`src/rtl/uart_tx_if.sv`:
```
// Write-side bus of the UART transmitter: byte push handshake plus FIFO/line status.
interface uart_tx_if;
    logic       wr_en;
    logic [7:0] wr_data;
    logic       full;
    logic       empty;
    logic       busy;

    modport master (output wr_en, output wr_data, input full, input empty, input busy);
    modport slave  (input wr_en, input wr_data, output full, output empty, output busy);
endinterface

```
`src/rtl/uart_tx.sv`:
```
// 8N1 UART transmitter with a small transmit FIFO, LSB-first serialisation at a fixed baud rate.
// Define UART_TX_PARITY_EN to insert an even-parity bit (8E1 framing).
module uart_tx #(
    parameter int CLK_FREQ   = 50_000_000,
    parameter int BAUD       = 115200,
    parameter int FIFO_DEPTH = 8
) (
    input  logic      clk,
    input  logic      rst,
    uart_tx_if.slave  bus,
    output logic      uart_txd
);

    localparam int CLKS_PER_BIT = CLK_FREQ / BAUD;
    localparam int PTR_W        = $clog2(FIFO_DEPTH);
    localparam int CNT_W        = $clog2(CLKS_PER_BIT);
    localparam logic [PTR_W:0]   DEPTH_C  = (PTR_W+1)'(FIFO_DEPTH);
    localparam logic [CNT_W-1:0] LAST_CNT = CNT_W'(CLKS_PER_BIT - 1);

`ifdef UART_TX_PARITY_EN
    typedef enum logic [2:0] {IDLE, START, DATA, STOP, PARITY} state_t;
`else
    typedef enum logic [2:0] {IDLE, START, DATA, STOP} state_t;
`endif

    logic [7:0]       mem_q [FIFO_DEPTH];
    logic [PTR_W-1:0] wrPtr_q, rdPtr_q;
    logic [PTR_W:0]   count_q, count_d;
    logic             full_q, empty_q;
    state_t           state_q, state_d;
    logic [CNT_W-1:0] baudCnt_q, baudCnt_d;
    logic [2:0]       bitIdx_q, bitIdx_d;
    logic [7:0]       shift_q, shift_d;
    logic             txd_q, txd_d;
`ifdef UART_TX_PARITY_EN
    logic             parity_q, parity_d;
`endif

    logic push, pop, atBoundary;

    // full is the registered flag, so a push while full is dropped without touching any state
    assign push       = bus.wr_en && !full_q;
    assign pop        = (state_q == IDLE) && !empty_q;
    assign atBoundary = (baudCnt_q == LAST_CNT);

    always_ff @(posedge clk) begin
        if (push) begin
            mem_q[wrPtr_q] <= bus.wr_data;
        end
    end

    always_comb begin
        count_d = count_q;
        case ({push, pop})
            2'b10:   count_d = count_q + (PTR_W+1)'(1);
            2'b01:   count_d = count_q - (PTR_W+1)'(1);
            default: count_d = count_q;
        endcase
    end

    always_comb begin
        state_d   = state_q;
        bitIdx_d  = bitIdx_q;
        shift_d   = shift_q;
        baudCnt_d = (state_q == IDLE || atBoundary) ? '0 : baudCnt_q + CNT_W'(1);
`ifdef UART_TX_PARITY_EN
        parity_d  = parity_q;
`endif
        case (state_q)
            IDLE: begin
                if (!empty_q) begin
                    shift_d = mem_q[rdPtr_q];
`ifdef UART_TX_PARITY_EN
                    parity_d = ^mem_q[rdPtr_q];
`endif
                    state_d = START;
                end
            end
            START: begin
                if (atBoundary) begin
                    bitIdx_d = '0;
                    state_d  = DATA;
                end
            end
            DATA: begin
                if (atBoundary) begin
                    shift_d = {1'b0, shift_q[7:1]};
                    if (bitIdx_q == 3'd7) begin
`ifdef UART_TX_PARITY_EN
                        state_d = PARITY;
`else
                        state_d = STOP;
`endif
                    end else begin
                        bitIdx_d = bitIdx_q + 3'd1;
                    end
                end
            end
`ifdef UART_TX_PARITY_EN
            PARITY: begin
                if (atBoundary) state_d = STOP;
            end
`endif
            STOP: begin
                if (atBoundary) state_d = IDLE;
            end
            default: state_d = IDLE;
        endcase

        // The line level is chosen from the state being entered so txd comes straight off a flop
        case (state_d)
            START:   txd_d = 1'b0;
            DATA:    txd_d = shift_d[0];
`ifdef UART_TX_PARITY_EN
            PARITY:  txd_d = parity_d;
`endif
            default: txd_d = 1'b1;
        endcase
    end

    always_ff @(posedge clk or posedge rst) begin
        if (rst) begin
            wrPtr_q   <= '0;
            rdPtr_q   <= '0;
            count_q   <= '0;
            full_q    <= 1'b0;
            empty_q   <= 1'b1;
            state_q   <= IDLE;
            baudCnt_q <= '0;
            bitIdx_q  <= '0;
            shift_q   <= '0;
            txd_q     <= 1'b1;
`ifdef UART_TX_PARITY_EN
            parity_q  <= 1'b0;
`endif
        end else begin
            if (push) wrPtr_q <= wrPtr_q + PTR_W'(1);
            if (pop)  rdPtr_q <= rdPtr_q + PTR_W'(1);
            count_q   <= count_d;
            full_q    <= (count_d == DEPTH_C);
            empty_q   <= (count_d == '0);
            state_q   <= state_d;
            baudCnt_q <= baudCnt_d;
            bitIdx_q  <= bitIdx_d;
            shift_q   <= shift_d;
            txd_q     <= txd_d;
`ifdef UART_TX_PARITY_EN
            parity_q  <= parity_d;
`endif
        end
    end

    assign bus.full  = full_q;
    assign bus.empty = empty_q;
    assign bus.busy  = (state_q != IDLE);
    assign uart_txd  = txd_q;

endmodule

```
`src/flat_wrapper.sv`:
```
// flat-port wrapper written by rule: the top's interface ports become plain ports
module uart_tx_flat 
#(
    parameter int CLK_FREQ   = 50_000_000,
    parameter int BAUD       = 115200,
    parameter int FIFO_DEPTH = 8
)
  (clk, rst, uart_txd, bus_wr_en, bus_wr_data, bus_full, bus_empty, bus_busy);
  uart_tx_if bus_i ();
  input  logic clk;
  input  logic rst;
  output logic uart_txd;
  input wire logic [$bits(bus_i.wr_en)-1:0] bus_wr_en;
  input wire logic [$bits(bus_i.wr_data)-1:0] bus_wr_data;
  output wire logic [$bits(bus_i.full)-1:0] bus_full;
  output wire logic [$bits(bus_i.empty)-1:0] bus_empty;
  output wire logic [$bits(bus_i.busy)-1:0] bus_busy;
  assign bus_i.wr_en = bus_wr_en;
  assign bus_i.wr_data = bus_wr_data;
  assign bus_full = bus_i.full;
  assign bus_empty = bus_i.empty;
  assign bus_busy = bus_i.busy;
  uart_tx #(.CLK_FREQ(CLK_FREQ), .BAUD(BAUD), .FIFO_DEPTH(FIFO_DEPTH)) u_core (.clk(clk), .rst(rst), .bus(bus_i), .uart_txd(uart_txd));
endmodule
```
`config.mk`:
```
export PLATFORM = sky130hd
export DESIGN_NAME = uart_tx_flat
export DESIGN_NICKNAME = d
export VERILOG_FILES = /design/src/rtl/uart_tx_if.sv /design/src/rtl/uart_tx.sv /design/src/flat_wrapper.sv
export SDC_FILE = /design/constraint.sdc
export NUM_CORES = 1
export LEC_CHECK = 0
export CORE_MARGIN = 2
export CORE_UTILIZATION = 55
export CTS_CLUSTER_DIAMETER = 60
export CTS_CLUSTER_SIZE = 24
export DETAILED_ROUTE_END_ITERATION = 8
export PLACE_DENSITY = 0.76
export SYNTH_ARGS = -nofsm -noshare
export SYNTH_HDL_FRONTEND = slang
export SYNTH_SLANG_ARGS = --single-unit
```
`constraint.sdc`:
```
create_clock -name clk -period 3.8 [get_ports clk]
set_input_delay 0.38 -clock clk [delete_from_list [all_inputs] [get_ports clk]]
set_output_delay 0.38 -clock clk [all_outputs]
set_load 0.02 [all_outputs]
```
# Yosys cells after proc, flatten, opt, wreduce, memory -nomap -nowiden

Memory sizes are Yosys's and may differ from the RTL's.
Cells that the tools add are included.

Add/subtract/negate cells: 6
Reduce and logical (&&, ||, !) cells: 12
Mux-type cells: 18
Eq/ne operators: 14

Operators with widths:

| cell                | number |
|---|---|
| $mux 3              | 8 |
| $mux 8              | 2 |
| $pmux 8 s2          | 1 |
| $pmux 3 s4          | 1 |
| $add 3x1->3 const B | 3 |
| $add 9x1->9 const B | 1 |
| $eq 3x2->1 const B  | 3 |
| $eq 9x9->1 const B  | 1 |
| $mux 9              | 1 |
| $pmux 4 s2          | 1 |
| $eq 3x1->1 const B  | 2 |
| $pmux 3 s2          | 1 |
| $add 4x1->4 const B | 1 |
| $eq 4x4->1 const B  | 1 |
| $logic_not 4->1     | 1 |
| $ne 2x1->1 const B  | 2 |
| $ne 2x2->1 const B  | 2 |
| $reduce_and 4->1    | 1 |
| $reduce_bool 2->1   | 2 |
| $sub 4x1->4 const B | 1 |
| $eq 3x3->1 const B  | 1 |
| $logic_not 3->1     | 1 |
| $reduce_and 3->1    | 1 |
| $reduce_bool 3->1   | 1 |
| other kinds (7)     | 10 |

Input bits: 11
Output and inout bits: 4
Memories: 1
Word-level logic and storage cells: 62
RAM bits: 64
Register bits after elaboration: 36

Memory list:

| memory       | words | bits a word | rd ports | clocked after Yosys merged registers in | write ports | line          | text |
|---|---|---|---|---|---|---|---|
| u_core.mem_q | 8     | 8           | 1        | 0                                       | 1           | uart_tx.sv:26 | `logic [7:0] mem_q [FIFO_DEPTH];` |

# Longest topological paths before layout

Gate-level depths: netlist of run 1.

Word-level depth: 6
Depth in mapped cells: 12

# Worst setup path before layout of run 1

Ideal clock, no wire load.

Path kind: reg-to-reg
From: register u_core.state_q[1]
To: register u_core.empty_q, in the netlist u_core.bus.empty
Slack: 1.410 ns
Arrival: 2.306 ns
Stages on the path, launching flop included: 13
Cells stage by stage: dfrtp_1 > buf_6 > or4_1 > buf_2 > inv_1 > nand2_1 > xnor2_1 > ha_1 > a21oi_1 > or3_1 > nand3b_1 > xnor2_1 > nor3b_1

Word-level cells in the longest chain between the ends: 5
Elaborated cells on any way between the ends: 6
Classes of those cells: eq/ne: 2; mux: 1; reduce/logical: 3

Ends and longest elaborated chain:

| element                                         | line           | text |
|---|---|---|
| from (decl)                                     | uart_tx.sv:30  | `state_t state_q, state_d;` |
| from (signal assigned)                          | uart_tx.sv:142 | `state_q <= state_d;` |
| $logic_not 3->1 (*)                             | uart_tx.sv:43  | `assign pop = (state_q == IDLE) && !empty_q;` |
| $logic_and 1x1->1 (*)                           | uart_tx.sv:43  |  |
| $eq 2x1->1 / $eq 2x2->1 (equally long branches) | uart_tx.sv:54  | `case ({push, pop})` |
| $pmux 4 s2 (*)                                  | uart_tx.sv:54  |  |
| net u_core.count_d[2]                           | uart_tx.sv:28  | `logic [PTR_W:0] count_q, count_d;` |
| $logic_not 4->1 (*)                             | uart_tx.sv:141 | `empty_q <= (count_d == '0);` |
| to (signal assigned)                            | uart_tx.sv:141 |  |
| to (decl)                                       | uart_tx.sv:29  | `logic full_q, empty_q;` |

Mark *: on every way through the listed nets, which the timed path passes. The rest lies on a longest branch.
A chain may end at the register's enable or synchronous reset.

# Worst setup path after layout of run 1

Ends and elaborated chain as after synthesis.

==> results.rst, run 1 <==
.. list-table::
   :header-rows: 1

   * - Metric
     - Value
   * - Outcome
     - finished, final reports clean
   * - PostCTS Resize Cnt
     - 0
   * - Warning count from the yosys run
     - 0
   * - Area of the die
     - 8247 sq um
   * - Slew at the pin with the worst max-slew slack
     - 934.0 ps
   * - Unrepaired setup endpoints after global routing
     - false
   * - Clock Path Buffers
     - 2
   * - Seq/Total Area, Yosys
     - 68.16%
   * - Number of buffer and inverter stages on the critical path
     - 1
   * - Area of all sequential standard cells
     - 2825 sq um
   * - Wire length of the first global-routing pass
     - 11210 um
   * - Post-detailed-route DRC marker count
     - 0
   * - Area growth from synthesis to layout
     - 11.59%
   * - Max_slew headroom
     - 37.51%
   * - Most used cell along the critical path
     - xnor2_1
   * - Ratio of cells with drive above 1 in the final layout
     - 14.24%
   * - Worst hold slack across all endpoints
     - 411.6 ps
   * - Sw frac
     - 31.98%
   * - Main synth FF type
     - edfxtp_1
   * - Final setup violation count
     - 0
   * - Number of design-rule violations left by the first detailed-router iteration
     - 147
   * - Core ar.
     - 7292 sq um
   * - Sink count of the clock tree
     - 100
   * - CTS Buf Count
     - 9
   * - Internal power summed over all cells
     - 0.002159 W
   * - Combinational group share of total power
     - 26.5%
   * - Routability cong.
     - 0.7699
   * - Number of top-level pins
     - 15
   * - Reg-to-reg critical path startpoint
     - u_core.state_q[1]$_DFF_PP0_
   * - Cts-stage hold buffer count
     - 0
   * - Final worst clock skew
     - 12.24 ps
   * - Setup TNS Final
     - 0 ps
   * - Number of nets still failing antenna checks after routing
     - 0
   * - Simple-gate share of the synthesized area
     - 9.267%
   * - Combinational family with the most area after synthesis
     - multiplexers
   * - Share of cell area taken by muxes after synthesis
     - 10.93%
   * - Die W
     - 90.82 um
   * - Multi-input combinational cell area
     - 1255 sq um
   * - Cell at the slowest stage of the critical path
     - or4_1
   * - Synth Instances
     - 270
   * - Ratio of total power to cell area
     - 686.0 nW/um^2
   * - Worst IR Drop VDD
     - 0.0003784 V
   * - FF+latch count, synth
     - 100
   * - DP Worst Slack
     - 975.9 ps
   * - Antenna violations before repair
     - 0
   * - Worst setup slack after layout
     - 1001 ps
   * - Die H
     - 90.82 um
   * - Layout Nets
     - 309
   * - Kind of start point of the critical path
     - flop
   * - Post-Syn Nets
     - 289
   * - Post-Syn Area
     - 4145 sq um
   * - Number of max-cap violations
     - 0
   * - Total number of H-tree levels
     - 3
   * - Hold Fails Final Rpt
     - 0
   * - Worst setup startpoint
     - u_core.state_q[1]$_DFF_PP0_
   * - Net switching power of the design
     - 0.001015 W
   * - Detailed-route vias per instance
     - 5.703
   * - Share of the synthesized area in compound gates (AO/OA/AOI/OAI)
     - 4.045%
   * - Peak clock frequency supported by timing
     - 357.2 MHz
   * - Number of standard-cell rows in the floorplan
     - 31
   * - Fillcell total
     - 560
   * - Total setup buffers inserted after CTS
     - 0
   * - Clock power share
     - 23.1%
   * - Total number of vias
     - 2247
   * - Starting Density
     - 56.85%
   * - Number of optimization iterations in the first detailed-route pass
     - 5
   * - Cell-by-cell listing of the critical path
     - or4_1 -> inv_1 -> nand2_1 -> xnor2_1 -> ha_1 -> a21oi_1 -> or3_1 -> nand3b_1 -> xnor2_1 -> nor3b_1
   * - Final HPWL from detailed placement
     - 4567 um
   * - Most common cell after layout, fill and taps aside
     - edfxtp_1
   * - Post-synthesis average cell area
     - 15.35 sq um
   * - CP arrival
     - 3080 ps
   * - Worst Path Class, Setup
     - reg -> reg
   * - Diode count
     - 0
   * - Routed wirelength normalized by instance count
     - 17.79 um
   * - Commonest non-fill, non-tap cells in the layout
     - 64 x edfxtp_1, 34 x dfrtp_1, 22 x nor2_1, 22 x nand2_1, 16 x mux4_2
   * - Crit-path max FO
     - 15
   * - CTS tree
     - built
   * - Proportion of synthesized flip-flops having asynchronous set or reset
     - 36.00%
   * - GRT Overall Usage
     - 18.18%
   * - Final cycle utilization of the critical path
     - 73.67%
   * - Sum of routed wire length over all layers
     - 7010 um
   * - CP top delay family
     - simple AND/OR/NAND/NOR gates
   * - Cell leakage power
     - 1.705 nW
   * - Total gr overflow
     - 0
   * - Largest net degree at the start of global routing
     - 37
   * - Buffer cell driving the clock tree root
     - clkbuf_8
   * - Pwr Total
     - 0.003173 W
   * - Clock transition at the register clock pins on the worst setup and hold paths after CTS
     - 100 ps
   * - Number of flops mapped to enable cells by yosys
     - 64
   * - Post-synth cell types
     - 40
   * - Crit path time final
     - 2799 ps
   * - Stage delay of the slowest cell on the critical path
     - 780 ps
   * - Sequential fraction of design power
     - 50.5%
   * - Data required time at the worst endpoint
     - 4080 ps
   * - Hold WC Path Type
     - in -> async
   * - Worst-skew pair later-pin latency
     - 370 ps
   * - Category of the worst setup path capture point
     - flop
   * - Adder-cell area share of the yosys netlist
     - 2.415%
   * - Post-synthesis share of cell area spent on xor and xnor gates
     - 3.381%
   * - Max-slew violation total from the final report
     - 0
   * - # port buffers
     - 14
   * - Via count of the first global-routing pass
     - 2239
-- path summary, 6_finish.rpt --
check | cells after the start | endpoint | slack (ps)
setup / recovery | 10 | u_core.bus.empty$_DFF_PP1_ | 1000
hold / removal | 3 | u_core.baudCnt_q[7]$_DFF_PP0_ | 410
setup reg to reg | 10 | u_core.bus.empty$_DFF_PP1_ | 1000
hold reg to reg | 1 | u_core.bitIdx_q[1]$_DFFE_PP0P_ | 510
max in group asynchronous | 3 | u_core.bus.empty$_DFF_PP1_ | 3050
min in group clk | 1 | u_core.bitIdx_q[1]$_DFFE_PP0P_ | 510
-- cells by family after synthesis --
logic type               Yosys count
flip-flops                       100
AND/OR/NAND/NOR                   77
AO/OA/AOI/OAI                     27
multiplexers                      25
XOR/XNOR                          16
buffers and inverters             16
adder cells (fa/ha/maj)            8
other                              1
-- layer usage --
layer	track usage, %	up-vias	wire [um]
li1	-	1053	-
met1	23.27	1136	2990
met3	5.760	4	359
met2	30.29	54	3602
met5	0	-	0
met4	4.924	0	57
-- power by group through the flow --
stage	Clock [W]	Sequential [W]	Combinational, W
2_1_floorplan	0	0.00154	0.000683
3_3_place_gp	0	0.00161	0.000827
3_5_place_dp	0	0.00162	0.000853
4_1_cts	0.000754	0.00160	0.000855
5_1_grt	0.000783	0.00163	0.000929
6_report	0.000732	0.00160	0.000840
-- tightest hold or removal path: cells and delay by family --
kind / cells / cell delay [ps]
buffers and inverters: 3 / 840
-- registers in the layout, indices dropped and copies added (netlist names) --
signal	cells
u_core.baudCnt_q	9
u_core.bitIdx_q	3
u_core.bus.empty	1
u_core.bus.full	1
u_core.count_q	4
u_core.mem_q	64
u_core.rdPtr_q	3
u_core.shift_q	8
u_core.state_q	3
u_core.uart_txd	1
u_core.wrPtr_q	3
-- Yosys cell counts (5+ instances only) --
| cell | n | area, sq um |
|---|---|---|
| mux2i_1 | 7 | 70.07 |
| nand2b_1 | 5 | 31.28 |
| a22oi_1 | 6 | 45.04 |
| clkbuf_1 | 5 | 18.77 |
| edfxtp_1 | 64 | 1922 |
| o21ai_0 | 10 | 50.05 |
| nor2_1 | 22 | 82.58 |
| dfrtp_1 | 34 | 850.8 |
| nand2_1 | 22 | 82.58 |
| ha_1 | 8 | 100.1 |
| mux4_2 | 16 | 360.4 |
| xnor2_1 | 8 | 70.07 |
| xor2_1 | 8 | 70.07 |
| inv_1 | 6 | 22.52 |
-- area by class of cell --
class	instances	share of cell area (%)
flip-flops and latches	100	61.08
clock inverters	7	2.110
inverters	6	0.4869
multi-input cells	154	27.13
repair buffers	19	3.841
well taps	99	2.678
clock buffers	9	2.678
-- metrics by stage --
stage,cells,area (sq um),util (%)
after floorplan,270,4145,-
after global placement,378,4404,60.40
after detailed placement,378,4404,60.40
after CTS,394,4626,63.44
after global routing,394,4626,63.44
final,394,4626,63.44
Note: power is estimated with default switching activity, not from simulation.
==> run 2, diff against run 1 <==
==> constraint.sdc (replaced) <==
create_clock -name clk -period 2.7 [get_ports clk]
set_input_delay 0.27 -clock clk [delete_from_list [all_inputs] [get_ports clk]]
set_output_delay 0.27 -clock clk [all_outputs]
set_load 0.02 [all_outputs]
==> run 2 against run 1 <==
  * Wire length grew 3.4%
  * Non-clock buffer count grew 10
  * Largest cell class unchanged
  * Critical endpoint unchanged
  * Core utilization grew 0.45 points
  * Cell area grew 0.70%
  * Largest power group unchanged
  * Clock skew shrank 1.7 ps
  * First-iteration DRC count grew 6.1%
==> results.rst, run 2 (synthesized netlist as in run 1, its figures left out) <==
.. list-table::
   :header-rows: 1

   * - Metric
     - Value
   * - Area of all sequential standard cells
     - 2825 sq um (unchanged)
   * - Max_slew headroom
     - 58.54% (+21 points)
   * - Detailed-route vias per instance
     - 5.619 (-1.5%)
   * - Wire length of the first global-routing pass
     - 12120 um (+8.2%)
   * - Slew at the pin with the worst max-slew slack
     - 617.7 ps (-316.2 ps)
   * - Layout Nets
     - 319 (+3.2%)
   * - Diode count
     - 0 (unchanged)
   * - Post-detailed-route DRC marker count
     - 0 (unchanged)
   * - Cell-by-cell listing of the critical path
     - or4_1 -> inv_1 -> nand2_1 -> xnor2_1 -> ha_1 -> a21oi_1 -> or3_1 -> nand3b_1 -> xnor2_1 -> nor3b_1
   * - Total setup buffers inserted after CTS
     - 0 (unchanged)
   * - Fillcell total
     - 550 (-1.8%)
   * - Total number of H-tree levels
     - 3 (unchanged)
   * - Ratio of total power to cell area
     - 935.2 nW/um^2 (+36%)
   * - Area of the die
     - 8247 sq um (unchanged)
   * - Reg2reg end
     - u_core.bus.empty$_DFF_PP1_
   * - Largest net degree at the start of global routing
     - 37 (unchanged)
   * - Largest register FFs
     - 64 (unchanged)
   * - Number of max-cap violations
     - 0 (unchanged)
   * - Crit path time final
     - 2371 ps (-428.9 ps)
   * - Worst IR Drop VDD
     - 0.0004619 V (+22%)
   * - Most used cell along the critical path
     - xnor2_1
   * - Routability cong.
     - 0.7681 (-0.23%)
   * - Total number of vias
     - 2270 (+1.0%)
   * - Sink count of the clock tree
     - 100 (unchanged)
   * - Sum of routed wire length over all layers
     - 7245 um (+3.4%)
   * - Data required time at the worst endpoint
     - 2980 ps (-1100 ps)
   * - DP Worst Slack
     - 348.1 ps (-627.8 ps)
   * - Ratio of cells with drive above 1 in the final layout
     - 16.72% (+2.5 points)
   * - Cell leakage power
     - 1.738 nW (+1.9%)
   * - Total gr overflow
     - 0 (unchanged)
   * - Worst reg-to-reg path cell count
     - 10 (unchanged)
   * - Hold WC Path Type
     - in -> async
   * - Multi-input combinational cell area
     - 1255 sq um (unchanged)
   * - Number of nets still failing antenna checks after routing
     - 0 (unchanged)
   * - Worst-skew pair later-pin latency
     - 360 ps (about the same)
   * - Worst Path Class, Setup
     - reg -> reg
   * - Area post-placement
     - 4479 sq um (+1.7%)
   * - Kind of start point of the critical path
     - flop
   * - Crit-path max FO
     - 9 (-6)
   * - Setup TNS Final
     - 0 ps (unchanged)
   * - Final Instance Area
     - 4658 sq um (+0.70%)
   * - Clock transition at the register clock pins on the worst setup and hold paths after CTS
     - 90 ps (about the same)
   * - Stage delay of the slowest cell on the critical path
     - 560 ps (-220 ps)
   * - Final worst clock skew
     - 10.59 ps (-1.658 ps)
   * - Antenna violations before repair
     - 0 (unchanged)
   * - Final HPWL from detailed placement
     - 4795 um (+5.0%)
   * - Clock Path Buffers
     - 2 (unchanged)
   * - Category of the worst setup path capture point
     - flop
   * - Peak clock frequency supported by timing
     - 421.8 MHz (+18%)
   * - Die H
     - 90.82 um (unchanged)
   * - Buffer cell driving the clock tree root
     - clkbuf_8
   * - Reg2Reg Setup Slack
     - 330 ps (-670 ps)
   * - Final cycle utilization of the critical path
     - 87.80% (+14 points)
   * - Number of design-rule violations left by the first detailed-router iteration
     - 156 (+6.1%)
   * - Most common cell after layout, fill and taps aside
     - edfxtp_1
   * - Via count of the first global-routing pass
     - 2344 (+4.7%)
   * - Max-slew violation total from the final report
     - 0 (unchanged)
   * - Starting Density
     - 56.85% (unchanged)
   * - Worst setup slack after layout
     - 329.5 ps (-671.1 ps)
   * - Number of standard-cell rows in the floorplan
     - 31 (unchanged)
   * - Hold Fails Final Rpt
     - 0 (unchanged)
   * - Cell at the slowest stage of the critical path
     - or4_1
   * - Core ar.
     - 7292 sq um (unchanged)
   * - Number of optimization iterations in the first detailed-route pass
     - 4 (-1)
   * - GRT Overall Usage
     - 19.37% (+1.2 points)
   * - Area growth from synthesis to layout
     - 12.38%
   * - PostCTS Resize Cnt
     - 0 (unchanged)
   * - CTS tree
     - built
   * - Routed wirelength normalized by instance count
     - 17.93 um (+0.79%)
   * - Biggest registers after layout
     - u_core.mem_q: 64 flops, u_core.baudCnt_q: 9 flops, u_core.shift_q: 8 flops
   * - # port buffers
     - 14 (unchanged)
   * - Unrepaired setup endpoints after global routing
     - false
   * - Reg-to-reg critical path startpoint
     - u_core.state_q[1]$_DFF_PP0_
   * - CP arrival
     - 2650 ps (-430 ps)
   * - Outcome
     - finished, final reports clean
   * - Commonest non-fill, non-tap cells in the layout
     - 64 x edfxtp_1, 34 x dfrtp_1, 22 x nor2_1, 22 x nand2_1, 16 x mux4_2
   * - Cts-stage hold buffer count
     - 0 (unchanged)
   * - Register with the most flip-flops
     - u_core.mem_q
   * - Die W
     - 90.82 um (unchanged)
   * - Final setup violation count
     - 0 (unchanged)
   * - Number of top-level pins
     - 15 (unchanged)
   * - CTS Buf Count
     - 9 (unchanged)
==> run 2: changes by cell type in the layout (fill, tap and decap cells not counted), sizes merged <==
| cell | delta |
|---|---|
| bufinv | -1 |
| buf | +10 |
| clkinv | +1 |
==> run 2: worst max-delay path by stage <==
stage,from,depth (start not counted),to
6_report,u_core.state_q[1]$_DFF_PP0_,10,u_core.bus.empty$_DFF_PP1_
5_1_grt,u_core.state_q[1]$_DFF_PP0_,10,u_core.bus.empty$_DFF_PP1_
4_1_cts,u_core.state_q[1]$_DFF_PP0_,10,u_core.bus.empty$_DFF_PP1_
3_5_place_dp,u_core.state_q[1]$_DFF_PP0_,10,u_core.bus.empty$_DFF_PP1_
3_3_place_gp,u_core.state_q[1]$_DFF_PP0_,10,u_core.bus.empty$_DFF_PP1_
2_1_floorplan,u_core.state_q[1]$_DFF_PP0_,12,u_core.bus.empty$_DFF_PP1_
==> run 2: per-stage QoR <==
step	instances	utilization, %	hold slack [ps]	total power, W
CTS	404	63.88	301.6	0.004409
detailed placement	388	61.43	493.6	0.003534
finish	404	63.88	296.7	0.004356
global placement	388	61.43	482.5	0.003480
floorplan	270	-	368.9	0.003125
global route	404	63.88	389.3	0.004624
==> run 2: layout make-up <==
type / instances / share of cell area [%]
clock buffers: 9 / 2.659
clock inverters: 7 / 1.182
inverters: 6 / 0.4835
multi-input cells: 154 / 26.94
flip-flops and latches: 100 / 60.65
well taps: 99 / 2.659
repair buffers: 29 / 5.426
==> run 2: report_power, final <==
group,leakage (nW),internal [W],total (W),switching [W]
Combinational,0.609,0.000642,0.00125,0.000605
Clock,0.0944,0.000350,0.000876,0.000526
Sequential,1.03,0.00197,0.00223,0.000261
==> run 2: routing by layer <==
| layer | track usage, % | part of all wire [%] |
|---|---|---|
| met1 | 25.82 | 43 |
| met2 | 32.40 | 52 |
| met3 | 4.758 | 3.4 |
| met4 | 4.924 | 0.98 |
| met5 | 0 | 0 |
==> run 2: worst max-delay path: cells and delay by family (launching register included) <==
kind,cells,cell delay [ps]
buffers and inverters,1,110
AO/OA/AOI/OAI,1,40
adder cells (fa/ha/maj),1,150
AND/OR/NAND/NOR,5,1270
flip-flops,1,470
XOR/XNOR,2,240
